<file path="src/rtl/instruction_fetch.sv">
// Instruction fetch stage: keeps the program counter and issues one instruction-memory
// request at a time. It holds the returned word for decode until it is consumed, and
// redirects on jumps from execute.
//
// Ports:
//   clk, rst            - rising-edge clock; asynchronous active-high reset
//   jump_flag           - redirect request from execute (wins over consume and rvalid)
//   jump_address        - redirect target; bit 0 is forced to zero
//   imem_req/imem_addr  - request valid and address to instruction memory
//   imem_ready          - memory accepts the request this cycle
//   imem_rvalid         - read data valid (only meaningful while a request is outstanding)
//   imem_rdata          - read data
//   instruction         - held instruction (NOP_INSN when nothing is held)
//   instruction_address - PC of the held instruction
//   instruction_valid   - instruction/instruction_address are meaningful
//   consume             - downstream takes the held instruction this cycle
module instruction_fetch #(
    parameter logic [31:0] ENTRYPOINT = 32'h0000_1000,
    parameter logic [31:0] NOP_INSN   = 32'h0000_0013
) (
    input  logic        clk,
    input  logic        rst,
    input  logic        jump_flag,
    input  logic [31:0] jump_address,
    output logic        imem_req,
    output logic [31:0] imem_addr,
    input  logic        imem_ready,
    input  logic        imem_rvalid,
    input  logic [31:0] imem_rdata,
    output logic [31:0] instruction,
    output logic [31:0] instruction_address,
    output logic        instruction_valid,
    input  logic        consume
);

    typedef enum logic [1:0] {StFetch, StWait, StHold} state_e;

    state_e      state_q, state_d;
    logic [31:0] pc_q, pc_d;
    logic [31:0] req_addr_q, req_addr_d;
    logic        discard_q, discard_d;
    logic [31:0] insn_q, insn_d;
    logic [31:0] insn_addr_q, insn_addr_d;
    logic        insn_valid_q, insn_valid_d;
    logic [31:0] jump_target;

    // Targets are halfword aligned; bit 0 is always cleared.
    assign jump_target = jump_address & ~32'd1;

    always_comb begin
        state_d      = state_q;
        pc_d         = pc_q;
        req_addr_d   = req_addr_q;
        discard_d    = discard_q;
        insn_d       = insn_q;
        insn_addr_d  = insn_addr_q;
        insn_valid_d = insn_valid_q;

        unique case (state_q)
            StFetch: begin
                // req_addr is left alone so imem_addr stays stable while the request is
                // pending; the redirect takes effect once this request has returned.
                if (jump_flag) begin
                    pc_d      = jump_target;
                    discard_d = 1'b1;
                end
                if (imem_ready) begin
                    state_d = StWait;
                end
            end
            StWait: begin
                if (jump_flag) begin
                    pc_d = jump_target;
                    if (imem_rvalid) begin
                        // Stale data arriving with the jump is dropped immediately.
                        discard_d  = 1'b0;
                        req_addr_d = jump_target;
                        state_d    = StFetch;
                    end else begin
                        discard_d = 1'b1;
                    end
                end else if (imem_rvalid) begin
                    if (discard_q) begin
                        discard_d  = 1'b0;
                        req_addr_d = pc_q;
                        state_d    = StFetch;
                    end else begin
                        insn_d       = imem_rdata;
                        insn_addr_d  = req_addr_q;
                        insn_valid_d = 1'b1;
                        pc_d         = req_addr_q + 32'd4;
                        state_d      = StHold;
                    end
                end
            end
            StHold: begin
                if (jump_flag) begin
                    pc_d         = jump_target;
                    req_addr_d   = jump_target;
                    insn_valid_d = 1'b0;
                    insn_d       = NOP_INSN;
                    state_d      = StFetch;
                end else if (consume) begin
                    req_addr_d   = pc_q;
                    insn_valid_d = 1'b0;
                    insn_d       = NOP_INSN;
                    state_d      = StFetch;
                end
            end
            default: begin
                state_d = StFetch;
            end
        endcase
    end

    always_ff @(posedge clk or posedge rst) begin
        if (rst) begin
            state_q      <= StFetch;
            pc_q         <= ENTRYPOINT;
            req_addr_q   <= ENTRYPOINT;
            discard_q    <= 1'b0;
            insn_q       <= NOP_INSN;
            insn_addr_q  <= ENTRYPOINT;
            insn_valid_q <= 1'b0;
        end else begin
            state_q      <= state_d;
            pc_q         <= pc_d;
            req_addr_q   <= req_addr_d;
            discard_q    <= discard_d;
            insn_q       <= insn_d;
            insn_addr_q  <= insn_addr_d;
            insn_valid_q <= insn_valid_d;
        end
    end

    // The request is masked during reset so nothing is issued while rst is high.
    assign imem_req            = (state_q == StFetch) && !rst;
    assign imem_addr           = req_addr_q;
    assign instruction         = insn_q;
    assign instruction_address = insn_addr_q;
    assign instruction_valid   = insn_valid_q;

endmodule

</file>
<file path="config.mk">
export PLATFORM = sky130hd
export DESIGN_NAME = instruction_fetch
export DESIGN_NICKNAME = d
export VERILOG_FILES = /design/src/rtl/instruction_fetch.sv
export SDC_FILE = /design/constraint.sdc
export NUM_CORES = 1
export LEC_CHECK = 0
export CORE_MARGIN = 3
export CORE_UTILIZATION = 49
export CTS_BUF_LIST = sky130_fd_sc_hd__clkbuf_4
export CTS_CLUSTER_DIAMETER = 30
export DETAILED_ROUTE_END_ITERATION = 6
export GPL_TIMING_DRIVEN = 0
export PLACE_DENSITY = 0.94
export RECOVER_POWER = 100
export SLEW_MARGIN = 25
export SYNTH_ARGS = -nofsm -noshare
export SYNTH_HDL_FRONTEND = slang
export SYNTH_SLANG_ARGS = --single-unit
</file>
<file path="constraint.sdc">
create_clock -name clk -period 5.1 [get_ports clk]
set_input_delay 0.51 -clock clk [delete_from_list [all_inputs] [get_ports clk]]
set_output_delay 0.51 -clock clk [all_outputs]
set_load 0.01 [all_outputs]
</file>
==> flow_summary.json <==
{
  "ant_nets": 0,
  "skew_ns": 0.0183,
  "rsz0062_at_grt": "no",
  "syn_inst": 592,
  "cellPowerDensity_nw_per_um2": 515,
  "cts_resized": 0,
  "p_total_uw": 4160,
  "cpPeakStageDelay_ns": 1.23,
  "grt_overflow": 0,
  "outcome": "finished with violations",
  "htree_num_levels": 4,
  "cp.required_ns": 5.54,
  "root_buffer": "clkbuf_4",
  "viasPerCell": 5.74,
  "final_cell_mix": "dfrtp_1 (126), nand2_1 (116), dlygate4sd3_1 (99)",
  "grt_pass1_wl_um": 28900,
  "core-area_um2": 11700,
  "hpwl_um": 12900,
  "place.port_buffers": 165,
  "ctsHoldBuffers": 0,
  "worst_slack_ns": 2.14,
  "clock_latency_ns": 0.53,
  "placed_area_um2": 7820,
  "max_slew.worst_pin.slew_ns": 1.90,
  "ys.warnings.count": 0,
  "num_vias": 5351,
  "dp_slack_ns": 2.44,
  "drc": 0,
  "syn_to_final_growth_pct": 35.5,
  "cp_slowest_cell": "nor4_1",
  "die_y_um": 116,
  "clock-sinks": 132,
  "ys_seq_area_share_pct": 55.6,
  "crit_family": "simple AND/OR/NAND/NOR gates",
  "first_pass_iters": 5,
  "clockBufferDepth": 2,
  "die_area_um2": 13500,
  "clk_pin_slew_ns": 0.11,
  "fmax_mhz": 338,
  "start_util_pct": 51.1,
  "antenna_found_initial": 0,
  "ys.flop_type": "dfrtp_1",
  "stdcell_count": 933,
  "cts_tree": "built",
  "wl_per_cell_um": 19.1,
  "drive_gt1_share_pct": 5.19,
  "ys_ff_latch": 132,
  "crit_buf_inv": 0,
  "synth_cell_types": 42,
  "finalSetupViolations": 0,
  "setup_tns_ns": 0,
  "hold_viol": 0,
  "hold_path_class": "reg2reg",
  "wl_um": 17800,
  "finalCriticalPeriod_ns": 2.96,
  "worstPathCellList": "ha_1 -> nand2_1 -> nor4_1 -> nand4_1 -> xor2_1 -> o21ai_0",
  "antennaDiodeCount": 0,
  "die_width_um": 116,
  "leakagePower_uw": 0.00360,
  "syn_avg_cell_area_um2": 10.1,
  "violations": "max-capacitance violations, max-slew violations",
  "drv_slew": 44,
  "grt_max_degree": 90,
  "post_cts_buffers": 0,
  "drt_iter0_drc": 584,
  "fin_area_um2": 8070,
  "start_kind": "register",
  "grt_pass1_vias": 5545,
  "fin_nets": 848,
  "num_rows": 39,
  "peakVddDrop_mv": 0.243,
  "fin_crit_sh_pct": 57.9,
  "cts_buffers": 17,
  "synth_area_um2": 5960,
  "dp_cells": 901,
  "worstSetupPathType": "reg2reg",
  "grt_use_total_pct": 27.7,
  "synthArstFlopShare_pct": 100,
  "end_kind": "register",
  "synthesis.nets": 663,
  "gp_congestion": 0.895,
  "synth_edf_count": 0,
  "timing.max_cap.violations": 2,
  "arrival_ns": 3.39,
  "slew_headroom_pct": -27.1,
  "ios": 168,
  "worstPathMaxFanout": 8,
  "final_common_cell": "dfrtp_1"
}
==> power breakdown <==
group	leakage (µW)	switching, µW	internal [µW]
registers	0.00158	367	1440
clock network	0.000155	366	357
logic	0.00186	826	804
==> routing by layer <==
metal / up-vias / GRT usage (%) / part of all wire (%)
met1: 2581 / 34.8 / 40
met3: 31 / 9.07 / 9.5
li1: 2447 / - / -
met4: 0 / 8.97 / 1.9
met5: - / 0 / 0
met2: 292 / 45.5 / 49
==> synthesized netlist by cell type, types with 2 or more instances <==
library cell	n	area (µm²)
dfrtp_1	126	3150
nand2_1	116	435
nor2_1	51	191
a21oi_1	41	205
mux2i_1	39	390
o21ai_0	32	160
a22o_1	29	254
clkbuf_1	26	97.6
xor2_1	19	166
nand3_1	17	85.1
a32oi_1	16	140
buf_2	9	45.0
nand4_1	8	50.1
dfstp_2	6	158
inv_1	6	22.5
xnor2_1	6	52.6
nor3_1	5	25.0
nor4_1	4	25.0
o31ai_1	4	30.0
buf_1	3	11.3
o22a_1	3	26.3
a21o_1	2	15.0
and3b_1	2	17.5
nand2b_1	2	12.5
nor2b_1	2	12.5
nor4_4	2	42.5
==> final timing paths <==
check	slack, ns	endpoint	cells past startpoint	start
max	2.14	pc_q[26]	6	imem_addr[2]
min	0.46	instruction_address[12]	2	instruction_address[12]
max reg2reg	2.14	pc_q[26]	6	imem_addr[2]
min reg2reg	0.46	instruction_address[12]	2	instruction_address[12]
max in group asynchronous	3.05	instruction_address[12]	3	rst
min in group asynchronous	0.95	instruction[17]	2	rst
==> cell families after synthesis <==
family,share of synthesized area [%]
mux,6.55
flops,55.6
fa+ha+maj,0.210
simple gates,16.4
compound gates,14.5
buf+inv,3.05
xor+xnor,3.68
==> worst min-delay path: cells and delay by family, from the launching register on <==
kind | cells | cell delay [ns]
DFF | 1 | 0.38
and+or+nand+nor | 2 | 0.08
==> layout make-up <==
type,instances,area (µm²)
Clock inverter,10,116
Buffer,39,151
Tap cell,143,179
Timing Repair Buffer,166,1680
Sequential cell,132,3310
Multi-Input combinational cell,415,2450
Fill cell,882,3590
Clock buffer,22,165
Inverter,6,23.8
==> registers in the layout, summed over array words and instances (netlist names) <==
name                 count
imem_addr               32
pc_q                    32
instruction_address     32
instruction             32
discard_q                1
instruction_valid        1
state_q                  2
==> metrics by stage <==
step                utilization [%]  hold WS, ns
floorplan                         -        0.448
global placement               66.8        0.447
detailed placement             67.1        0.453
CTS                            69.5        0.370
global route                   69.2        0.487
finish                         69.2        0.461
No activity file was read; power rests on OpenSTA's default activity.
